[src/rtl/gpu_frame_sequencer.sv]
// Avalon-MM master that renders one voxel-GPU frame from camera, voxel
// and palette tables, acknowledging every command's irq with a status read.
module gpu_frame_sequencer #(
    parameter int H_RESOLUTION   = 320,
    parameter int V_RESOLUTION   = 240,
    parameter int NUM_SHADERS    = 320,
    parameter int VOX_ADDR_BITS  = 12,
    parameter int PAL_ADDR_BITS  = 8,
    parameter int TIMEOUT_CYCLES = 1048576
) (
    input  logic                     clock,
    input  logic                     reset_n,
    input  logic                     start,
    input  logic [VOX_ADDR_BITS:0]   num_voxels,
    input  logic [PAL_ADDR_BITS:0]   num_palette,
    input  logic [479:0]             cam_words,
    output logic [VOX_ADDR_BITS-1:0] vox_addr,
    input  logic [31:0]              vox_rdata,
    output logic [PAL_ADDR_BITS-1:0] pal_addr,
    input  logic [31:0]              pal_rdata,
    output logic [7:0]               gpu_address,
    output logic                     gpu_read,
    output logic                     gpu_write,
    output logic [31:0]              gpu_writedata,
    input  logic [31:0]              gpu_readdata,
    input  logic                     gpu_waitrequest,
    input  logic                     gpu_irq,
    output logic                     busy,
    output logic                     done,
    output logic                     error,
    output logic [1:0]               error_code
);

    localparam int TOTAL    = H_RESOLUTION * V_RESOLUTION;
    localparam int COL_BITS = $clog2(H_RESOLUTION);
    localparam int ROW_BITS = $clog2(V_RESOLUTION);
    localparam int PW       = $clog2(TOTAL + NUM_SHADERS + 1);
    localparam int SW       = $clog2(NUM_SHADERS + 1);
    localparam int TW       = $clog2(TIMEOUT_CYCLES + 1);

    typedef enum logic [3:0] {
        S_IDLE, S_CAM_WR, S_STRIP_WR, S_VOX_FETCH, S_VOX_WR, S_PAL_FETCH,
        S_PAL_WR, S_PIX_WR, S_WAIT_IRQ, S_ACK_RD, S_RECOVER, S_DONE
    } state_t;

    typedef enum logic [1:0] {C_STRIP, C_VOX, C_PAL, C_PIX} cmd_t;

    state_t                 state_q, ack_next_d, after_vox_d;
    cmd_t                   last_q;
    logic [VOX_ADDR_BITS:0] num_vox_q, vox_idx_q, vox_inc_d;
    logic [PAL_ADDR_BITS:0] num_pal_q, pal_idx_q, pal_inc_d;
    logic [447:0]           cam_q;
    logic [3:0]             cam_idx_q;
    logic [PW-1:0]          start_pixel_q, pix_q, sp_next_d;
    logic [SW-1:0]          pix_cnt_q;
    logic [COL_BITS-1:0]    col_q;
    logic [ROW_BITS-1:0]    row_q;
    logic [TW-1:0]          timer_q;
    logic [7:0]             gpu_address_q;
    logic                   gpu_read_q, gpu_write_q;
    logic [31:0]            gpu_writedata_q, pix_word_d;
    logic                   busy_q, done_q, error_q, strip_end_d;
    logic [1:0]             error_code_q;

    assign vox_addr      = vox_idx_q[VOX_ADDR_BITS-1:0];
    assign pal_addr      = pal_idx_q[PAL_ADDR_BITS-1:0];
    assign gpu_address   = gpu_address_q;
    assign gpu_read      = gpu_read_q;
    assign gpu_write     = gpu_write_q;
    assign gpu_writedata = gpu_writedata_q;
    assign busy          = busy_q;
    assign done          = done_q;
    assign error         = error_q;
    assign error_code    = error_code_q;

    // Pixel counters already point at the next pixel when the ack completes.
    always_comb begin
        vox_inc_d   = vox_idx_q + (VOX_ADDR_BITS + 1)'(1);
        pal_inc_d   = pal_idx_q + (PAL_ADDR_BITS + 1)'(1);
        sp_next_d   = start_pixel_q + PW'(NUM_SHADERS);
        pix_word_d  = 32'({row_q, col_q, 1'b0});
        strip_end_d = (pix_cnt_q == SW'(NUM_SHADERS)) || (pix_q == PW'(TOTAL));
        after_vox_d = (num_pal_q != '0) ? S_PAL_FETCH : S_PIX_WR;
        ack_next_d  = S_PIX_WR;
        unique case (1'b1)
            (last_q == C_STRIP):
                ack_next_d = (num_vox_q != '0) ? S_VOX_FETCH : after_vox_d;
            (last_q == C_VOX):
                ack_next_d = (vox_inc_d < num_vox_q) ? S_VOX_FETCH : after_vox_d;
            (last_q == C_PAL):
                ack_next_d = (pal_inc_d < num_pal_q) ? S_PAL_FETCH : S_PIX_WR;
            (last_q == C_PIX):
                if (strip_end_d)
                    ack_next_d = (sp_next_d < PW'(TOTAL)) ? S_STRIP_WR : S_DONE;
        endcase
    end

    always_ff @(posedge clock or negedge reset_n) begin
        if (!reset_n) begin
            state_q         <= S_IDLE;
            last_q          <= C_STRIP;
            num_vox_q       <= '0;
            vox_idx_q       <= '0;
            num_pal_q       <= '0;
            pal_idx_q       <= '0;
            cam_q           <= '0;
            cam_idx_q       <= '0;
            start_pixel_q   <= '0;
            pix_q           <= '0;
            pix_cnt_q       <= '0;
            col_q           <= '0;
            row_q           <= '0;
            timer_q         <= '0;
            gpu_address_q   <= '0;
            gpu_read_q      <= 1'b0;
            gpu_write_q     <= 1'b0;
            gpu_writedata_q <= '0;
            busy_q          <= 1'b0;
            done_q          <= 1'b0;
            error_q         <= 1'b0;
            error_code_q    <= '0;
        end else begin
            done_q <= 1'b0;
            unique case (state_q)
                S_IDLE: if (start) begin
                    num_vox_q       <= num_voxels;
                    num_pal_q       <= num_palette;
                    cam_q           <= cam_words[479:32];
                    cam_idx_q       <= '0;
                    error_q         <= 1'b0;
                    error_code_q    <= '0;
                    start_pixel_q   <= '0;
                    pix_q           <= '0;
                    col_q           <= '0;
                    row_q           <= '0;
                    busy_q          <= 1'b1;
                    gpu_write_q     <= 1'b1;
                    gpu_address_q   <= 8'h10;
                    gpu_writedata_q <= cam_words[31:0];
                    state_q         <= S_CAM_WR;
                end
                S_CAM_WR: if (!gpu_waitrequest) begin
                    if (cam_idx_q == 4'd14) begin
                        gpu_address_q   <= 8'h03;
                        gpu_writedata_q <= 32'(start_pixel_q);
                        pix_cnt_q       <= '0;
                        state_q         <= S_STRIP_WR;
                    end else begin
                        cam_idx_q       <= cam_idx_q + 4'd1;
                        gpu_address_q   <= gpu_address_q + 8'd1;
                        gpu_writedata_q <= cam_q[31:0];
                        cam_q           <= cam_q >> 32;
                    end
                end
                S_STRIP_WR, S_PIX_WR: if (!gpu_waitrequest) begin
                    gpu_write_q <= 1'b0;
                    timer_q     <= '0;
                    state_q     <= S_WAIT_IRQ;
                    last_q      <= (state_q == S_PIX_WR) ? C_PIX : C_STRIP;
                    if (state_q == S_PIX_WR) begin
                        pix_q     <= pix_q + PW'(1);
                        pix_cnt_q <= pix_cnt_q + SW'(1);
                        if (col_q == COL_BITS'(H_RESOLUTION - 1)) begin
                            col_q <= '0;
                            row_q <= row_q + ROW_BITS'(1);
                        end else begin
                            col_q <= col_q + COL_BITS'(1);
                        end
                    end
                end
                S_VOX_FETCH: state_q <= S_VOX_WR;
                S_PAL_FETCH: state_q <= S_PAL_WR;
                // First WR cycle latches the RAM word, then the transfer runs.
                S_VOX_WR, S_PAL_WR: if (!gpu_write_q) begin
                    gpu_write_q     <= 1'b1;
                    gpu_address_q   <= (state_q == S_VOX_WR) ? 8'h00 : 8'h01;
                    gpu_writedata_q <= (state_q == S_VOX_WR) ? vox_rdata : pal_rdata;
                end else if (!gpu_waitrequest) begin
                    gpu_write_q <= 1'b0;
                    timer_q     <= '0;
                    state_q     <= S_WAIT_IRQ;
                    last_q      <= (state_q == S_VOX_WR) ? C_VOX : C_PAL;
                end
                S_WAIT_IRQ: if (gpu_irq) begin
                    gpu_read_q    <= 1'b1;
                    gpu_address_q <= 8'h0F;
                    state_q       <= S_ACK_RD;
                end else if (timer_q == TW'(TIMEOUT_CYCLES - 1)) begin
                    error_code_q    <= 2'd2;
                    gpu_write_q     <= 1'b1;
                    gpu_address_q   <= 8'h0F;
                    gpu_writedata_q <= 32'd1;
                    state_q         <= S_RECOVER;
                end else begin
                    timer_q <= timer_q + TW'(1);
                end
                S_ACK_RD: if (!gpu_waitrequest) begin
                    gpu_read_q <= 1'b0;
                    if (gpu_readdata != '0) begin
                        error_code_q    <= 2'd1;
                        gpu_write_q     <= 1'b1;
                        gpu_address_q   <= 8'h0F;
                        gpu_writedata_q <= 32'd1;
                        state_q         <= S_RECOVER;
                    end else begin
                        state_q       <= ack_next_d;
                        done_q        <= (ack_next_d == S_DONE);
                        gpu_write_q   <= (ack_next_d == S_STRIP_WR) ||
                                         (ack_next_d == S_PIX_WR);
                        gpu_address_q <= (ack_next_d == S_STRIP_WR) ? 8'h03 : 8'h02;
                        gpu_writedata_q <= (ack_next_d == S_STRIP_WR) ?
                                           32'(sp_next_d) : pix_word_d;
                        unique case (last_q)
                            C_STRIP: begin
                                vox_idx_q <= '0;
                                pal_idx_q <= '0;
                            end
                            C_VOX: vox_idx_q <= vox_inc_d;
                            C_PAL: pal_idx_q <= pal_inc_d;
                            C_PIX: if (strip_end_d) begin
                                start_pixel_q <= sp_next_d;
                                pix_cnt_q     <= '0;
                            end
                        endcase
                    end
                end
                S_RECOVER: if (!gpu_waitrequest) begin
                    gpu_write_q <= 1'b0;
                    error_q     <= 1'b1;
                    busy_q      <= 1'b0;
                    state_q     <= S_IDLE;
                end
                S_DONE: begin
                    busy_q  <= 1'b0;
                    state_q <= S_IDLE;
                end
                default: state_q <= S_IDLE;
            endcase
        end
    end

endmodule

[config.mk]
export PLATFORM = sky130hd
export DESIGN_NAME = gpu_frame_sequencer
export DESIGN_NICKNAME = d
export VERILOG_FILES = /design/src/rtl/gpu_frame_sequencer.sv
export SDC_FILE = /design/constraint.sdc
export NUM_CORES = 1
export LEC_CHECK = 0
export ABC_AREA = 1
export BUFFER_PORTS_ARGS = -buffer_cell sky130_fd_sc_hd__buf_4
export CORE_MARGIN = 3
export CORE_UTILIZATION = 35
export DETAILED_ROUTE_END_ITERATION = 6
export SYNTH_ARGS = -nofsm -noshare
export SYNTH_HDL_FRONTEND = slang
export SYNTH_SLANG_ARGS = --single-unit
[constraint.sdc]
create_clock -name clock -period 5.2 [get_ports clock]
set_input_delay 0.52 -clock clock [delete_from_list [all_inputs] [get_ports clock]]
set_output_delay 0.52 -clock clock [all_outputs]
set_load 0.05 [all_outputs]
==> results.cfg, run 1 <==
[power]
internal_power_w = 0.0134
p_leak_nw = 18.7
ir_drop_v = 0.000370
p_seq_frac = 0.328
power_w = 0.0236
pwr-share-clk = 0.239
pwr-share-comb = 0.433
swShare = 0.433
power.switching_w = 0.0102
pwr_density_cell_nw_per_um2 = 585

[floorplanning]
coreArea_sq_um = 90300
rows = 110
pin_count = 670
fp.dieW_um = 308
die_h_um = 308
start_util = 0.354
die_area_sq_um = 94900

[timing]
fmax_mhz = 298
fin_crit_sh = 0.645
slew_headroom = 0.237
drv_slew = 0
hold_violations = 0
rsz0062_at_grt = false
fin_setup_tns_ps = 0
skew_ps = 40.1
holdWs_ps = 88.0
fin_crit_ps = 3360
setup_viol = 0
worst_pin_slew_ps = 1150

[logic_synthesis]
netlist_instances = 3889
syn_avg_cell_area_sq_um = 8.21
ys_ff_latch = 624
synth_edf_count = 0
yosysSeqAreaShare = 0.489
ys.flop_type = dfrtp_1
syn_area_sq_um = 31900
ys_warn_count = 0
synthArstFlopShare = 1.00
syn-num-nets = 4525
synth_cell_types = 56

[cts]
cts.path.max_buffers = 3
h-tree-depth = 3
cts_made_buffers = 76
clk_pin_slew_ps = 60
clock_sinks = 624
post-cts-setup-buffers = 0
clk_latency_ps = 640
root_buffer = clkbuf_16
cts_tree = yes

[placement]
dp_cells = 5508
dp.final_hpwl_mm = 87.5
globalplace.congestion = 0.917
io_buffer_count = 669

[critical_path]
path_max_fanout = 151
critPathKind = flop to flop
cp.arrival_ps = 3890
startpoint_type = flop
crit_required_ps = 5740
critical_path.endpoint_type = flop

[final_layout]
fin_cells = 5676
drive_gt1_frac = 0.201
area_growth_pct = 26.2
nets = 5047

[global_routing]
grt_pass1_vias = 27700
antenna_found_initial = 50
grt_pass1_wl_mm = 171
gr-total-overflow = 0
gr-usage-all-layers = 0.239
grt_max_degree = 229

[route]
first_pass_iters = 6
drc = 0
ant_nets = 0
avgRoutedWirePerCell_um = 20.5
drt_iter0_drc = 2435
routed_via_density = 5.02
routed_wl_mm = 117
via_count = 28500

[outcome]
status = completed

[min_path]
hp-class = input pin to flop

[job]
cap_violations = 0
layout make-up:
type	instances	area, sq um
antenna	28	70.1
sequential	624	15600
fill	9121	50000
clock inverter	34	455
multi-input combinational	2412	12800
tap	1176	1470
inverter	595	2250
clock buffer	105	2210
timing repair buffer	702	5440
power by group through the flow:
stage / registers, W / clock network (W) / logic, W
after floorplan: 0.00811 / 0 / 0.00679
after global placement: 0.00776 / 0 / 0.0101
after detailed placement: 0.00781 / 0 / 0.0102
after CTS: 0.00774 / 0.00576 / 0.0103
after global routing: 0.00795 / 0.00595 / 0.0115
final: 0.00774 / 0.00563 / 0.0102
synth_stat cells, drive strengths merged (2+ instances only):
cell,count,area share
dfrtp,624,0.49
xor2,34,0.0093
nand4,35,0.0076
inv,591,0.070
nand3,83,0.014
buf,145,0.027
a221oi,24,0.0066
a21oi,53,0.0084
nor2,138,0.019
o31ai,18,0.0042
clkbuf,113,0.013
a21o,6,0.0014
o211ai,374,0.088
nand3b,3,0.00071
xnor2,4,0.0011
nor3b,4,0.00094
clkinv,4,0.00055
nand2,873,0.11
a31oi,18,0.0035
o21a,2,0.00047
a22o,11,0.0030
nor4,17,0.0033
nor3,50,0.0097
o22ai,21,0.0041
o21ai,602,0.095
ha,33,0.013
what timing repair did:
action                                 in CTS  in global routing
hold buffers                                1                  0
gates resized for setup                     0                  0
endpoints found under the hold margin      73                  0
per-stage QoR:
stage / instance area (sq um) / util / worst slack [ps]
global placement: 37500 / 0.416 / 1910
finish: 40300 / 0.446 / 1840
CTS: 40200 / 0.446 / 1860
detailed placement: 37500 / 0.416 / 1880
floorplan: 31900 / - / 2600
global route: 40300 / 0.446 / 1540
critical path, stage by stage (launching register included):
cell,delay (ps)
dfrtp_1,480
nor2_4,240
nand2_4,120
nor2_4,130
nand2_1,410
nand2_1,210
nand2_2,130
inv_8,600
buf_4,570
o211ai_1,170
o21ai_0,130
placed cells by master (no fill, tap or decap), drive strengths merged, types with 53 or more instances in the layout:
master / count
a21oi: 53
buf: 701
clkbuf: 105
dfrtp: 624
inv: 596
nand2: 873
nand3: 83
nor2: 138
o211ai: 374
o21ai: 602
state kept, by name (all words and copies together), names as in the netlist, 8 cells and up:
signal         flops
pix_cnt_q          9
gpu_writedata     32
pix_q             17
start_pixel_q     11
timer_q           21
col_q              9
vox_idx_q         13
num_pal_q          9
pal_idx_q          9
gpu_address        8
num_vox_q         13
row_q              8
cam_q            448
metal layers:
layer  track usage  routed length [um]
met2         0.388               55000
met1         0.299               47100
met4        0.0906                4130
met5             0                 268
met3        0.0751               10100
cell families after synthesis:
kind of cell | share of synthesized area
simple gates | 0.160
compound gates | 0.216
buf+inv | 0.111
flops | 0.489
xor+xnor | 0.0104
fa+ha+maj | 0.0129
mux | 0.000314
path summary, 6_finish.rpt:
kind / from / to / slack [ps] / depth (start not counted)
min in group asynchronous: reset_n / vox_idx_q[4]$_DFFE_PN0P_ / 510 / 2
worst min register to register: gpu_writedata[9]$_DFFE_PN0P_ / gpu_writedata[9]$_DFFE_PN0P_ / 480 / 2
worst max register to register: state_q[1]$_DFFE_PN0P_ / cam_q[199]$_DFFE_PN0P_ / 1840 / 10
max in group asynchronous: reset_n / cam_q[64]$_DFFE_PN0P_ / 3350 / 3
worst min-delay path: cam_words[469] / cam_q[437]$_DFFE_PN0P_ / 90 / 3
worst max-delay path: state_q[1]$_DFFE_PN0P_ / cam_q[199]$_DFFE_PN0P_ / 1840 / 10
Note: power is estimated with default switching activity, not from simulation.
==> run 2: changes to the inputs <==
ABC_AREA = 0   (was 1)
clock period = 2.9 ns   (was 5.2 ns; I/O delays follow)
==> results.cfg, run 2 <==
[logic_synthesis]
ys_warn_count = 0
synthTopCellsByCount = 988 x nand2_1, 624 x dfrtp_1, 530 x nor2_1, 442 x a31oi_1, 134 x clkbuf_1
synth_cell_types = 79
synth_top_area_cell = dfrtp_1
synthArstFlopShare = 1.00
netlist_instances = 3560
ys_ff_latch = 624
ys.flop_type = dfrtp_1
syn_avg_cell_area_sq_um = 8.51
synth_edf_count = 0
yosysTopAreaCellShare = 0.515
yosysSeqAreaShare = 0.515
synthMostInstantiatedCell = nand2_1
syn_area_sq_um = 30300
syn-num-nets = 4196
ys_top_cells_by_area = dfrtp_1 52%, nand2_1 12%, a31oi_1 9.1%

[route]
drc = 18
routed_via_density = 5.17
avgRoutedWirePerCell_um = 19.7
first_pass_iters = 7
ant_nets = 0
via_count = 30500
routed_wl_mm = 116
drt_iter0_drc = 2408

[final_layout]
largest_reg_flops = 448
fin_util = 0.522
layout_commonest_cell = nand2_1
final_cell_mix = 987 x nand2_1, 771 x buf_4, 624 x dfrtp_1
regArea_sq_um = 15600
area_growth_pct = 47.4
nets = 5314
stdcell_area_sq_um = 44700
fin_cells = 5892
drive_gt1_frac = 0.208
fillers = 7747
regMostFlops = cam_q
multiInputGateArea_sq_um = 13400

[timing]
setup_viol = 2
slew_headroom = 0.345
skew_ps = 24.7
fmax_mhz = 332
fin_crit_ps = 3020
holdWs_ps = 37.8
postLayoutSetupSlackWorst_ps = -116
hold_violations = 0
fin_crit_sh = 1.04
worst_pin_slew_ps = 982
drv_slew = 0
rsz0062_at_grt = true

[placement]
placed_area_sq_um = 37000
io_buffer_count = 669
dp_cells = 5232
globalplace.congestion = 0.917
dp.final_hpwl_mm = 81.8

[global_routing]
gr-total-overflow = 0
grt_pass1_wl_mm = 177
gr-usage-all-layers = 0.250
grt_pass1_vias = 30600
antenna_found_initial = 14
grt_max_degree = 177

[critical_path]
r2r_setup_slack_ps = -120
path_delay_family = simple AND/OR/NAND/NOR gates
max_stage_delay_ps = 350
critPathLaunch = vox_idx_q[2]$_DFFE_PN0P_
cp_cell_sequence = and3_4 -> and3_4 -> and3_4 -> and3_4 -> nand3_4 -> xnor2_2 -> ha_1 -> nand4_1 -> nor2_2 -> a221oi_2 -> a21oi_1 -> a211o_1 -> a32oi_1 -> o31ai_1
reg2reg_depth = 14
endpoint = state_q[2]$_DFFE_PN0P_
critPathKind = flop to flop
crit_buf_inv = 0
crit_required_ps = 3370
path_max_fanout = 3
cp.depth = 14
reg2reg_from = vox_idx_q[2]$_DFFE_PN0P_
critPathMostFrequentCell = and3_4
critical_path.endpoint_type = flop
slowest_stage = dfrtp_1
r2r_end = state_q[2]$_DFFE_PN0P_
startpoint_type = flop
cp.arrival_ps = 3490

[power]
internal_power_w = 0.0252
power.switching_w = 0.0184
pwr-share-comb = 0.442
power_w = 0.0435
swShare = 0.422
p_seq_frac = 0.344
ir_drop_v = 0.000612
pwr_density_cell_nw_per_um2 = 975
p_leak_nw = 20.2
pwr-share-clk = 0.214

[cts]
cts.path.max_buffers = 3
h-tree-depth = 3
clk_latency_ps = 620
clock_sinks = 624
clk_pin_slew_ps = 60
cts_made_buffers = 73
cts_tree = yes
root_buffer = clkbuf_16

[min_path]
worstHoldPathCells = 3
hp-class = input pin to flop

[floorplanning]
start_util = 0.354
coreArea_sq_um = 85500
rows = 107
die_h_um = 300
die_area_sq_um = 90100
fp.dieW_um = 300
pin_count = 670

[outcome]
violations = design-rule violations, negative setup slack
status = complete, but fails checks

[job]
cap_violations = 0
-- run 2: changes by cell type after synthesis, sizes merged, moves of 21 or more --
cell / before / now
inv: 591 / 41
nand2b: 0 / 31
a22o: 11 / 43
o21ai: 602 / 137
o211ai: 374 / 5
and3: 0 / 30
nand3: 83 / 51
a31oi: 18 / 442
clkbuf: 113 / 134
nor3: 50 / 22
nor2: 138 / 535
nand2: 873 / 988
-- run 2: timing repair --
action,in CTS,in global routing
hold buffers,511,0
resized for setup,15,8
buffers inserted,3,1
hold endpoints to repair,551,0
pin swaps,11,18
endpoints found under the setup margin,3,7
-- run 2: per-layer routing --
metal | global-route usage | share of wire
met1 | 0.310 | 0.40
met2 | 0.423 | 0.48
met3 | 0.0388 | 0.057
met4 | 0.127 | 0.056
met5 | 0 | 0.000077
-- run 2: how the worst min path moves through the flow --
stage	startpoint	endpoint	slack [ps]
after floorplan	reset_n	busy$_DFFE_PN0P_	-6
after global placement	reset_n	gpu_writedata[11]$_DFFE_PN0P_	350
after detailed placement	reset_n	gpu_writedata[11]$_DFFE_PN0P_	350
after CTS	pal_rdata[27]	gpu_writedata[27]$_DFFE_PN0P_	0.3
after global routing	cam_words[447]	cam_q[415]$_DFFE_PN0P_	20
final	cam_words[447]	cam_q[415]$_DFFE_PN0P_	40
-- run 2: cell families after synthesis --
| logic type | synth area share |
|---|---|
| AND/OR/NAND/NOR | 0.234 |
| AO/OA/AOI/OAI | 0.163 |
| flip-flops | 0.515 |
| buffers and inverters | 0.0483 |
| XOR/XNOR | 0.0167 |
| adder cells (fa/ha/maj) | 0.0136 |
| multiplexers | 0.00859 |
-- run 2: power by group through the flow --
stage          sequential (W)  clock, W  combinational, W
3_5_place_dp           0.0151         0            0.0184
4_1_cts                0.0150   0.00953            0.0191
2_1_floorplan          0.0151         0            0.0120
6_report               0.0150   0.00933            0.0192
3_3_place_gp           0.0150         0            0.0182
5_1_grt                0.0154   0.00987            0.0213
-- run 2: worst reg2reg max path, stage by stage (launching register included) --
cell,delay (ps)
dfrtp_1,350
and3_4,190
and3_4,190
and3_4,180
and3_4,210
nand3_4,80
xnor2_2,170
ha_1,320
nand4_1,140
nor2_2,50
a221oi_2,340
a21oi_1,120
a211o_1,300
a32oi_1,160
o31ai_1,80
-- run 2: final cells by class --
class | count | area share
inverters | 41 | 0.00345
clock buffers | 104 | 0.0465
diodes | 14 | 0.000785
multi-input cells | 2619 | 0.300
clock inverters | 27 | 0.00751
repair buffers | 1319 | 0.260
well taps | 1144 | 0.0321
flip-flops and latches | 624 | 0.350
-- run 2: through the flow --
stage / worst slack [ps] / setup TNS (ps)
global placement: -121 / -275
detailed placement: -185 / -465
CTS: -9.61 / -9.61
global route: -297 / -677
finish: -116 / -134
floorplan: 1.59 / 0
